<file path="config.mk">
export PLATFORM = sky130hd
export DESIGN_NAME = pc_rx_packet_decoder
export DESIGN_NICKNAME = d
export VERILOG_FILES = /design/src/rtl/pc_rx_packet_decoder.sv
export SDC_FILE = /design/constraint.sdc
export NUM_CORES = 1
export LEC_CHECK = 0
export ABC_AREA = 1
export BUFFER_PORTS_ARGS = -buffer_cell sky130_fd_sc_hd__buf_2
export CAP_MARGIN = 20
export CORE_ASPECT_RATIO = 0.9
export CORE_MARGIN = 1
export CORE_UTILIZATION = 29
export CTS_CLUSTER_SIZE = 20
export DETAILED_ROUTE_END_ITERATION = 16
export HOLD_SLACK_MARGIN = 0.1
export MAX_ROUTING_LAYER = met4
export PLACE_DENSITY = 0.55
export SLEW_MARGIN = 20
export SYNTH_ARGS = -nofsm -noshare
export SYNTH_HDL_FRONTEND = slang
export SYNTH_SLANG_ARGS = --single-unit
export TNS_END_PERCENT = 20
</file>
<file path="constraint.sdc">
create_clock -name i_clock -period 2.9 [get_ports i_clock]
set_clock_uncertainty 0.1 [all_clocks]
set_input_delay 0.29 -clock i_clock [delete_from_list [all_inputs] [get_ports i_clock]]
set_output_delay 0.29 -clock i_clock [all_outputs]
set_load 0.02 [all_outputs]
</file>
<file path="src/rtl/pc_rx_packet_decoder.sv">
// rtl/pc_rx_packet_decoder.sv - PC_RX packet framing decoder between the RX FIFO and the DataManager
//
// Purpose: pulls 32-bit words from the PC_RX FIFO one at a time, tracks the
// RESYNC / MAGIC / length framing and forwards only payload words.
//
// Ports:
//   i_clock, i_reset_n      clock, asynchronous active-low reset
//   i_fifo_word/empty       FIFO read data (valid the cycle after rdreq) and empty flag
//   o_fifo_rdreq            single-cycle FIFO read request
//   o_payload_word/valid    payload word and valid toward the DataManager
//   i_payload_ready         DataManager ready; transfer on valid && ready
//   o_start_packet_sig      pulse when a legal length header is accepted
//   o_packet_done_sig       pulse on the handshake of the last payload word
//   o_state                 0 IDLE, 1 PRE, 2 LEN, 3 DATA
//   o_resync_err_count      saturating count of RESYNC seen in LEN or DATA
//   o_len_err_count         saturating count of illegal length headers
module pc_rx_packet_decoder #(
    parameter logic [31:0] RESYNC_WORD = 32'h416FDC1E,
    parameter logic [31:0] MAGIC_WORD  = 32'hD78C1B74,
    parameter int          MAX_LEN     = 1024
) (
    input  logic        i_clock,
    input  logic        i_reset_n,
    input  logic [31:0] i_fifo_word,
    input  logic        i_fifo_empty,
    output logic        o_fifo_rdreq,
    output logic [31:0] o_payload_word,
    output logic        o_payload_valid,
    input  logic        i_payload_ready,
    output logic        o_start_packet_sig,
    output logic        o_packet_done_sig,
    output logic [1:0]  o_state,
    output logic [7:0]  o_resync_err_count,
    output logic [7:0]  o_len_err_count
);

    localparam int          CW        = $clog2(MAX_LEN + 1);
    localparam logic [31:0] MAX_LEN_W = 32'(MAX_LEN);

    typedef enum logic [1:0] {
        IDLE = 2'd0,
        PRE  = 2'd1,
        LEN  = 2'd2,
        DATA = 2'd3
    } state_t;

    state_t        state;
    logic          rd_pending;
    logic [CW-1:0] word_cnt;
    logic          handshake;
    logic          is_resync;
    logic          len_ok;

    assign handshake = o_payload_valid && i_payload_ready;
    assign is_resync = (i_fifo_word == RESYNC_WORD);
    assign len_ok    = (i_fifo_word != 32'd0) && (i_fifo_word <= MAX_LEN_W);

    // A read may only be issued when nothing is in flight and the output
    // register is free (or being freed this cycle), so the decoder never has
    // to buffer more than one word and the FIFO absorbs all backpressure.
    assign o_fifo_rdreq = i_reset_n && !i_fifo_empty && !rd_pending &&
                          (!o_payload_valid || i_payload_ready);

    assign o_packet_done_sig = handshake && (state == DATA) && (word_cnt == CW'(1));
    assign o_state           = state;

    always_ff @(posedge i_clock or negedge i_reset_n) begin
        if (!i_reset_n) begin
            state              <= IDLE;
            rd_pending         <= 1'b0;
            word_cnt           <= '0;
            o_payload_word     <= '0;
            o_payload_valid    <= 1'b0;
            o_start_packet_sig <= 1'b0;
            o_resync_err_count <= '0;
            o_len_err_count    <= '0;
        end else begin
            rd_pending         <= o_fifo_rdreq;
            o_start_packet_sig <= 1'b0;

            if (handshake) begin
                o_payload_valid <= 1'b0;
                word_cnt        <= word_cnt - CW'(1);
                if (word_cnt == CW'(1)) begin
                    state <= IDLE;
                end
            end

            // A sampled word never coincides with a held payload word, so the
            // classification below cannot collide with the handshake above.
            if (rd_pending) begin
                case (state)
                    IDLE: begin
                        if (is_resync) state <= PRE;
                    end
                    PRE: begin
                        if (i_fifo_word == MAGIC_WORD) state <= LEN;
                        else if (is_resync)            state <= PRE;
                        else                           state <= IDLE;
                    end
                    LEN: begin
                        if (is_resync) begin
                            state <= PRE;
                            if (o_resync_err_count != 8'hFF)
                                o_resync_err_count <= o_resync_err_count + 8'd1;
                        end else if (len_ok) begin
                            word_cnt           <= i_fifo_word[CW-1:0];
                            state              <= DATA;
                            o_start_packet_sig <= 1'b1;
                        end else begin
                            state <= IDLE;
                            if (o_len_err_count != 8'hFF)
                                o_len_err_count <= o_len_err_count + 8'd1;
                        end
                    end
                    DATA: begin
                        if (is_resync) begin
                            state <= PRE;
                            if (o_resync_err_count != 8'hFF)
                                o_resync_err_count <= o_resync_err_count + 8'd1;
                        end else begin
                            o_payload_word  <= i_fifo_word;
                            o_payload_valid <= 1'b1;
                        end
                    end
                    default: state <= IDLE;
                endcase
            end
        end
    end

endmodule

</file>
Word level (Yosys, flattened, before mapping)
Index checks and enable logic that the tools add are counted.

operators by class
  add/subtract/negate cells = 3
  bitwise operators = 2
  reductions and logical operators = 18
  magnitude comparators = 1
  muxes and demuxes = 22
  eq/ne operators = 8

operators by type and width
  operator                                                                             count
  11-bit two-way mux                                                                   5
  32-bit by 31-bit equality test with 1-bit output (second input constant)             1
  32-bit equality test (second input constant)                                         1
  32-bit by 11-bit less-or-equal comparator with 1-bit output (second input constant)  1
  32-bit nonzero test                                                                  1
  8-bit by 1-bit adder with 8-bit output (second input constant)                       2
  8-bit inequality test (second input constant)                                        2
  2-bit two-way mux                                                                    7
  11-bit by 1-bit equality test with 1-bit output (second input constant)              1
  11-bit by 1-bit subtractor with 11-bit output (second input constant)                1
  1-bit two-way mux                                                                    9
  1-bit logical AND                                                                    7
  2-bit case mux with 3 select lines                                                   1
  5-bit AND reduction                                                                  1
  2-bit equality test (second input constant)                                          2
  4-bit AND reduction                                                                  1
  2-bit OR reduction                                                                   2
  1-bit logical NOT                                                                    3
  3-bit AND reduction                                                                  1
  2-bit by 1-bit equality test with 1-bit output (second input constant)               1
  2-bit logical NOT                                                                    1
  1-bit inverter                                                                       2
  1-bit logical OR                                                                     1

word-level totals
  input bits = 36
  bits in registers = 64
  word-level logic and storage cells = 62

Longest topological paths before layout
Gate-level depths: netlist of run 1.

  word-level depth = 6
  mapped depth = 12
  depth with buffers taken out = 12

Worst setup path after synthesis of run 1
Ideal clock, no wire load.

  path kind = register to register
  start = register o_resync_err_count[0]
  end = register o_resync_err_count[3]
  cell stages (with the launch flop) = 10
  arrival time = 1.563 ns
  library setup time = 0.126 ns
  path slack = 1.110 ns
  buffers on the path = 1
  cell sequence = dfrtp_1 > ha_1 > nand2_1 > nor2_1 > nand3_1 > nor3_1 > inv_1 > nand3_2 > buf_4 > o21ai_0

on the way
  cells in the longest elaborated chain, start to end = 2
  elaborated cells between the ends (all ways) = 3
  those cells by class = 1 x add/sub; 1 x eq/ne; 1 x reduce/logical

ends and longest elaborated chain
  element                                                                         RTL line  RTL
  from (decl)                                                                     33        output logic [7:0] o_resync_err_count,
  from (signal assigned)                                                          105       o_resync_err_count <= o_resync_err_count + 8'd1;
  from (signal assigned)                                                          120       o_resync_err_count <= o_resync_err_count + 8'd1;
  branches (longest 2 deep; another with 8-bit by 1-bit adder with 8-bit output)  -

Parallel ways; which one is timed is not known.
A chain may end at the register's enable or synchronous reset.

Final worst setup path of run 1
  start = input i_payload_ready
  end = output o_packet_done_sig

on the way
  cells in the longest elaborated chain, start to end = 3

ends and longest elaborated chain
  element                          RTL line  RTL
  from (decl)                      29        input logic i_payload_ready,
  1-bit logical AND                54        assign handshake = o_payload_valid && i_payload_ready;
  1-bit logical AND (2 in series)  64        assign o_packet_done_sig = handshake && (state == DATA) && (word_cnt == CW'(1));
  to (decl)                        31        output logic o_packet_done_sig,

Every way passes these cells.

==> results of run 1 <==
## stage by stage
| stage | power, mW | cell area (sq um) |
|---|---|---|
| 6_report | 4.020 | 4584 |
| 5_1_grt | 4.299 | 4584 |
| 4_1_cts | 4.085 | 4584 |
| 3_5_place_dp | 2.877 | 4243 |
| 3_3_place_gp | 2.852 | 4243 |
| 2_1_floorplan | 2.407 | 3686 |
## final cells by class
| cell class | count | area (sq um) | area share, % |
|---|---|---|---|
| multi-input cells | 303 | 1682 | 36.68 |
| clock inverters | 3 | 65.06 | 1.419 |
| flip-flops and latches | 64 | 1602 | 34.93 |
| clock buffers | 12 | 256.5 | 5.595 |
| repair buffers | 95 | 495.5 | 10.81 |
| well taps | 160 | 200.2 | 4.367 |
| inverters | 75 | 284.0 | 6.195 |
## power by group through the flow
stage / Clock, mW / Sequential [mW] / Combinational (mW)
finish: 1.17 / 1.47 / 1.38
global route: 1.24 / 1.51 / 1.55
CTS: 1.21 / 1.47 / 1.41
detailed placement: 0 / 1.48 / 1.40
global placement: 0 / 1.47 / 1.38
floorplan: 0 / 1.76 / 0.644
## cells in the mapped netlist (all sizes together)
cell / number
o21ai: 52
ha: 7
buf: 9
xnor2: 6
and3: 2
xor2: 17
nor3: 12
nand3b: 1
o211a: 1
nand3: 23
nand2: 114
or2: 2
nor4: 4
inv: 75
nor2: 50
dfrtp: 64
a21oi: 3
clkbuf: 1
nand4: 9
## logic make-up after synthesis
| logic type | after synthesis | share of synthesized area (%) |
|---|---|---|
| adders and majority gates | 7 | 2.376 |
| xor gates and xnor gates | 23 | 5.465 |
| buffers and inverters | 85 | 10.93 |
| AOI/OAI and AO/OA | 56 | 10.49 |
| DFF | 64 | 43.45 |
| and+or+nand+nor | 217 | 27.29 |
## state kept, by name, summed over array words and instances (netlist names)
signal              cells
o_len_err_count         8
o_payload_valid         1
o_payload_word         32
o_resync_err_count      8
o_start_packet_sig      1
o_state                 2
rd_pending              1
word_cnt               11
## worst max-delay path by stage
stage                                      from               endpoint  slack, ns  cells after the start
after global placement           i_fifo_word[8]     o_payload_word[13]       0.71                      9
after CTS                       i_payload_ready      o_packet_done_sig       0.55                      9
after detailed placement         i_fifo_word[8]     o_payload_word[14]       0.64                      9
after global routing            i_payload_ready      o_packet_done_sig       0.44                      9
final                           i_payload_ready      o_packet_done_sig       0.58                      9
after floorplan           o_resync_err_count[0]  o_resync_err_count[3]       1.11                      9
## worst reg2reg max path, cell delays in order, from the launching register on
cell     delay (ns)
dfrtp_1        0.42
ha_1           0.19
nand2_1        0.05
nor2_1         0.15
nand3_1        0.13
nor3_1         0.35
inv_1          0.10
nand3_2        0.21
xor2_1         0.17
inv_1          0.05
## what timing repair did
action | CTS | global route
hold buffers | 2 | 0
buffers inserted | 0 | 0
gates resized for setup | 0 | 0
endpoints found under the hold margin | 65 | 0
## per-layer routing
layer	GRT usage, %	vias up
met5	-	-
met4	5.467	0
met3	2.877	9
met2	22.45	75
met1	21.50	1472
li1	-	1606
==> flow_summary.yaml, run 1 <==
layout:
  num_antenna_cells: 0
  finalNetCount: 591
  nFillCells: 1294
  drive_above_1_share_pct: 29.71
  area_growth_pct: 24.37
  finalNonFillerCells: 712
  final_cell_mix: "nand2_1, buf_2, inv_1"
  fin_util_pct: 37.52
  final_common_cell: "nand2_1"
route:
  vias_per_cell: 4.441
  top_layer: "met4"
  drc: 0
  vias: 3162
  wl_met3_microns: 433
  ant_nets: 0
  post_drt_wl_per_cell_microns: 12.91
  met2_length_mm: 4.070
  wl_mm: 9.191
  met1_length_mm: 4.572
  drtIter0Drc: 199
  drt-pass1-iter-count: 4
place:
  port_buffers: 89
  gp_congestion: 0.8437
  place_inst: 695
  place_hpwl_mm: 7.188
  place_ws_ns: 0.6427
sta:
  fin_ws_ns: 0.5824
  finalHoldViolations: 0
  period_share_pct: 79.92
  whs_ns: 0.1280
  timing.setup.tns_ns: 0
  rsz0062_at_grt: "no"
  slew_viol_final: 0
  post-route-min-period_ns: 2.318
  relSlewSlack_pct: 65.02
  finalSetupViolCount: 0
  fmax_mhz: 431.5
  worst_pin_slew_ns: 0.5247
logic_synthesis:
  syn-num-nets: 495
  avgSynthCellArea_sq_um: 8.155
  synth_top_area_share_pct: 43.45
  synthTopCellsByArea: "dfrtp_1, nand2_1, inv_1, o21ai_2, nor2_1"
  yosysUniqueCellTypes: 36
  ys_seq_elements: 64
  yosysTopAreaCell: "dfrtp_1"
  syn_inst: 452
  synth.cell_area_sq_um: 3686
  yosys_warnings: 0
  yosysSeqAreaShare_pct: 43.45
worst_setup_path:
  cp_common_cell: "buf_2"
  ff2ff_path_depth: 9
  crit_buf_inv: 5
  critical_path.max_fanout: 5
  crit_path_start_kind: "input port"
  cp_top_family: "buffers and inverters"
  r2r_end: "o_resync_err_count[0]"
  worstSetupEndpointType: "output port"
  slowest_delay_ns: 0.51
  crit_path_top_delay_cell: "dlygate4sd3_1"
  reg2reg_setup_slack_ns: 0.85
  path_cells: "dlygate4sd3_1 -> buf_2 -> nand2_1 -> inv_2 -> nand4_1 -> nor4_1 -> inv_1 -> nor2_1 -> buf_2"
  worstReg2RegStart: "o_resync_err_count[0]"
  crit_type: "in -> out"
  critical_path_arrival_ns: 1.93
  required_ns: 2.51
grt:
  grt-ovfl-total: 0
  antenna_found_initial: 0
  grt_pass1_wl_mm: 15.15
  grt_pass1_vias: 3053
  grt.total_usage_pct: 15.49
  grt_max_degree: 37
power:
  power_density_nw_per_um2: 877.0
  p_seq_share_pct: 36.5
  p_int_mw: 2.540
  p_sw_share_pct: 36.82
  leakage_nw: 2.422
  p_clk_share_pct: 29.1
  p_comb_share_pct: 34.4
  netSwitchingPower_mw: 1.480
  irDropWorstVdd_uv: 375.1
cts:
  cts_buffers: 9
  cts.clk_slew.worst_paths_ns: 0.05
  clock_sinks: 64
  cts.path.max_buffers: 2
  root_buffer: "clkbuf_16"
  cts_tree: "done"
  clock_latency_ns: 0.33
  h-tree-depth: 3
die:
  rows: 38
  core_area_sq_um: 12220
  fp.dieW_microns: 120.8
  die-area_sq_um: 13170
  die_y_microns: 109.0
  start_util_pct: 30.17
  ios: 90
min_path:
  min_path_cells: 3
  min_to: "rd_pending"
  hold_class: "in -> reg"
  min_from: "i_fifo_empty"
job:
  drv_cap: 0
status:
  outcome: "complete, no violations"
Note: power is estimated with default switching activity, not from simulation.
==> inputs of run 2 (changes only) <==
Clock period 2.9 ns to 2.3 ns, I/O delays scaled along.
==> run 2 against run 1 <==
- sequential power is 26% higher
- via count up 4.4%
- final cell count increased by 2.5%
- routed wire length increased by 3.5%
- largest cell class unchanged
==> flow_summary.yaml, run 2 (synthesized netlist as in run 1, its figures left out) <==
power:
  p_sw_share_pct: 37.77
  irDropWorstVdd_uv: 676.6
  p_seq_share_pct: 36.8
  p_comb_share_pct: 36.0
  p_int_mw: 3.127
  leakage_nw: 2.497
  power_density_nw_per_um2: 1052
  netSwitchingPower_mw: 1.898
  p_clk_share_pct: 27.2
layout:
  num_antenna_cells: 0
  final_common_cell: "nand2_1"
  seq_area_sq_um: 1602
  area_growth_pct: 29.63
  fin_util_pct: 39.11
  nFillCells: 1266
  finalNetCount: 610
  finalNonFillerCells: 730
  regMostFlops: "o_payload_word"
  biggestRegsByFlops: "o_payload_word (32), word_cnt (11)"
  drive_above_1_share_pct: 28.77
  largest_reg_flops: 32
  final_cell_mix: "nand2_1, buf_2, inv_1"
  multiInputGateArea_sq_um: 1684
sta:
  post-route-min-period_ns: 2.130
  rsz0062_at_grt: "no"
  slew_viol_final: 0
  fin_ws_ns: 0.1704
  period_share_pct: 92.59
  finalHoldViolations: 0
  fmax_mhz: 469.6
  worst_pin_slew_ns: 0.3955
  timing.setup.tns_ns: 0
  relSlewSlack_pct: 73.63
  finalSetupViolCount: 0
cts:
  cts.path.max_buffers: 2
  clock_sinks: 64
  post_cts_buffers: 0
  cts_buffers: 9
  clock_latency_ns: 0.33
  cts_tree: "done"
  cts.clk_slew.worst_paths_ns: 0.05
  h-tree-depth: 3
  root_buffer: "clkbuf_16"
min_path:
  hold_class: "in -> reg"
place:
  place_ws_ns: 0.3552
  place_inst: 694
  port_buffers: 89
  gp_congestion: 0.8714
  place_hpwl_mm: 7.215
grt:
  grt.total_usage_pct: 16.03
  grt_max_degree: 66
  antenna_found_initial: 0
  grt_pass1_vias: 3209
  grt_pass1_wl_mm: 15.59
  grt-ovfl-total: 0
route:
  wl_mm: 9.511
  drt-pass1-iter-count: 4
  drtIter0Drc: 162
  vias_per_cell: 4.523
  drc: 0
  vias: 3302
  ant_nets: 0
  post_drt_wl_per_cell_microns: 13.03
die:
  die-area_sq_um: 13170
  rows: 38
  die_y_microns: 109.0
  ios: 90
  start_util_pct: 30.17
  fp.dieW_microns: 120.8
  core_area_sq_um: 12220
worst_setup_path:
  crit_path_start_kind: "input port"
  reg2reg_setup_slack_ns: 0.39
  worstSetupEndpointType: "output port"
  r2r_end: "o_resync_err_count[0]"
  endpoint: "o_packet_done_sig"
  crit_type: "in -> out"
  required_ns: 1.97
  crit_start: "i_payload_ready"
  ff2ff_path_depth: 9
  critical_path.max_fanout: 5
  critical_path_arrival_ns: 1.80
  worstReg2RegStart: "o_resync_err_count[0]"
job:
  drv_cap: 0
status:
  outcome: "complete, no violations"
run 2: cell types whose count changed in the layout (fill, tap and decap cells not counted), sizes merged:
cell and change:
clkinvlp +1, buf -1, dlygate4sd3 +20, bufinv -1, clkbuf -1
run 2: metrics by stage:
| stage | hold slack (ns) | power, mW | cell area [sq um] |
|---|---|---|---|
| after floorplan | -0.1656 | 3.035 | 3686 |
| after global placement | 0.2888 | 3.614 | 4260 |
| after detailed placement | 0.2939 | 3.663 | 4260 |
| after CTS | 0.1004 | 5.101 | 4776 |
| after global routing | 0.1192 | 5.376 | 4778 |
| final | 0.1172 | 5.025 | 4778 |
run 2: layout make-up:
| type | count | area share (%) |
|---|---|---|
| clock buffer | 11 | 5.289 |
| clock inverter | 3 | 0.8903 |
| inverter | 75 | 5.944 |
| multi-input combinational | 303 | 35.24 |
| sequential | 64 | 33.52 |
| tap | 160 | 4.190 |
| timing repair buffer | 114 | 14.93 |
run 2: worst max-delay path, cell delays in order:
cell and delay [ns]:
dlygate4sd3_1 0.52, buf_2 0.12, nand2_1 0.13, inv_2 0.12, nand4_1 0.08, nor4_1 0.21, inv_1 0.11, nor2_1 0.09
buf_2 0.18
run 2: timing repair:
| action | in CTS | in global routing |
|---|---|---|
| endpoints found under the setup margin | 0 | 4 |
| hold endpoints to repair | 88 | 0 |
| resized for setup | 0 | 1 |
| hold buffers | 22 | 0 |
run 2: worst min path at each step:
stage                     slack, ns  depth (start not counted)            start                 end
after floorplan               -0.17                          0        i_reset_n  o_len_err_count[0]
after global placement         0.29                          2        i_reset_n   o_payload_word[5]
after detailed placement       0.29                          2        i_reset_n   o_payload_word[9]
after CTS                      0.10                          3  i_fifo_word[10]  o_payload_word[10]
after global routing           0.12                          3  i_fifo_word[10]  o_payload_word[10]
final                          0.12                          3  i_fifo_word[10]  o_payload_word[10]
run 2: routing by layer:
layer / share of wire (%) / vias up / global-route usage (%)
met5: 0 / - / -
li1: - / 1642 / -
met1: 48 / 1569 / 20.35
met3: 4.5 / 4 / 4.341
met4: 0.70 / 0 / 4.850
met2: 47 / 87 / 24.94
run 2: power by group through the flow:
stage,registers [mW],clock network [mW],logic [mW]
after floorplan,2.22,0,0.812
after global placement,1.85,0,1.76
after detailed placement,1.87,0,1.80
after CTS,1.86,1.41,1.83
after global routing,1.91,1.46,2.01
final,1.85,1.37,1.81
==> inputs of run 3 (changes only) <==
Settings changed: CAP_MARGIN 20 to 10, SETUP_SLACK_MARGIN set to 0.3.
==> run 3 against run 2 <==
- clock-buffer cell count did not move
- power rose by 1.3%
- cell area rose by 2.9%
- sequential share of layout area fell by 0.93 points
- hold slack got worse by 0.0018 ns
- combinational power rose by 3%
- maximum frequency rose by 8.8%
- sequential power barely moved
- die area did not move
- core utilization rose by 1.1 points
- via count rose by 2.0%
- critical endpoint unchanged
==> flow_summary.yaml, run 3 (synthesized netlist as in run 1, its figures left out) <==
sta:
  post-route-min-period_ns: 1.957
  whs_ns: 0.1153
  worst_pin_slew_ns: 0.3979
  period_share_pct: 85.09
  relSlewSlack_pct: 73.48
  finalSetupViolCount: 0
  slew_viol_final: 0
  fmax_mhz: 511.0
  rsz0062_at_grt: "yes"
  finalHoldViolations: 0
  timing.setup.tns_ns: 0
worst_setup_path:
  reg2reg_setup_slack_ns: 0.47
  crit_path_start_kind: "register"
  path_cells: "or2_4 -> nor4_2 -> inv_1 -> nor2_1 -> buf_4"
  critical_path_arrival_ns: 1.63
  crit_path_top_delay_cell: "dfrtp_1"
  critical_path.max_fanout: 2
  slowest_delay_ns: 0.40
  worstSetupEndpointType: "output port"
  crit_type: "reg -> out"
  required_ns: 1.97
route:
  post_drt_wl_per_cell_microns: 13.61
  drt-pass1-iter-count: 5
  vias: 3367
  drtIter0Drc: 205
  ant_nets: 0
  wl_mm: 10.03
  vias_per_cell: 4.569
  drc: 0
layout:
  final_cell_mix: "nand2_1, buf_2, inv_1"
  finalNetCount: 617
  biggestRegsByFlops: "o_payload_word (32), word_cnt (11)"
  regMostFlops: "o_payload_word"
  final_common_cell: "nand2_1"
  largest_reg_flops: 32
  num_antenna_cells: 0
  area_growth_pct: 33.33
  stdcell_area_sq_um: 4915
  drive_above_1_share_pct: 31.02
  finalNonFillerCells: 737
power:
  p_int_mw: 3.164
  p_sw_share_pct: 37.84
  p_comb_share_pct: 36.7
  leakage_nw: 2.565
  irDropWorstVdd_uv: 678.7
  power_density_nw_per_um2: 1035
  p_seq_share_pct: 36.4
  p_clk_share_pct: 26.9
  netSwitchingPower_mw: 1.926
  power.total_mw: 5.089
cts:
  root_buffer: "clkbuf_16"
  clock_sinks: 64
  cts.clk_slew.worst_paths_ns: 0.05
  h-tree-depth: 3
  cts.path.max_buffers: 2
  cts_buffers: 9
  clock_latency_ns: 0.33
  cts_tree: "done"
min_path:
  hold_class: "in -> reg"
job:
  drv_cap: 0
die:
  start_util_pct: 30.17
  die_y_microns: 109.0
  fp.dieW_microns: 120.8
  die-area_sq_um: 13170
  rows: 38
  core_area_sq_um: 12220
  ios: 90
place:
  port_buffers: 89
  place_hpwl_mm: 7.215
  gp_congestion: 0.8714
  place_inst: 694
  dpl-instance-area_sq_um: 4260
grt:
  grt-ovfl-total: 0
  antenna_found_initial: 0
  grt_pass1_wl_mm: 15.67
  grt_max_degree: 66
  grt.total_usage_pct: 16.11
  grt_pass1_vias: 3208
status:
  outcome: "complete, no violations"
## run 3: final timing paths
check / startpoint / endpoint / depth (start not counted)
max in group asynchronous: i_reset_n / o_payload_word[22] / 3
max reg2reg: o_resync_err_count[0] / o_resync_err_count[0] / 9
min in group asynchronous: i_reset_n / o_payload_word[5] / 3
min: i_fifo_word[10] / o_payload_word[10] / 3
max: word_cnt[9] / o_packet_done_sig / 5
min reg2reg: o_payload_word[5] / o_payload_word[5] / 2
## run 3: critical path: cells and delay by family (launching register included)
kind                   cells  cell delay [ns]
and+or+nand+nor            3             0.64
buffers and inverters      2             0.25
DFF                        1             0.40
## run 3: through the flow
stage / utilization (%) / setup WS (ns)
floorplan: - / 0.5105
global placement: 34.87 / 0.3415
detailed placement: 34.87 / 0.3552
CTS: 39.38 / 0.3083
global route: 40.22 / 0.2406
finish: 40.22 / 0.3429
## run 3: area by class of cell
cell class | instances | area, sq um
well taps | 160 | 200.2
repair buffers | 120 | 788.3
fillers | 1266 | 7305
clock buffers | 11 | 252.7
flip-flops and latches | 64 | 1602
clock inverters | 3 | 42.54
multi-input cells | 304 | 1745
inverters | 75 | 284.0
## run 3: power by group through the flow
stage	logic [mW]	clock network, mW	registers [mW]
floorplan	0.812	0	2.22
finish	1.87	1.37	1.85
global placement	1.76	0	1.85
detailed placement	1.80	0	1.87
global route	2.07	1.46	1.91
CTS	1.86	1.41	1.86
## run 3: what timing repair did
action / in CTS / in global routing
endpoints found under the hold margin: 88 / 0
hold buffers: 23 / 0
gates cloned: 0 / 2
setup endpoints to repair: 1 / 60
gates resized for setup: 3 / 13
setup buffers: 2 / 2
pin swaps: 2 / 1
## run 3: routing by layer
layer / part of all wire, % / global-route usage (%)
met3: 4.4 / 4.132
met2: 47 / 24.78
met1: 48 / 20.87
met5: 0 / -
met4: 0.89 / 4.762
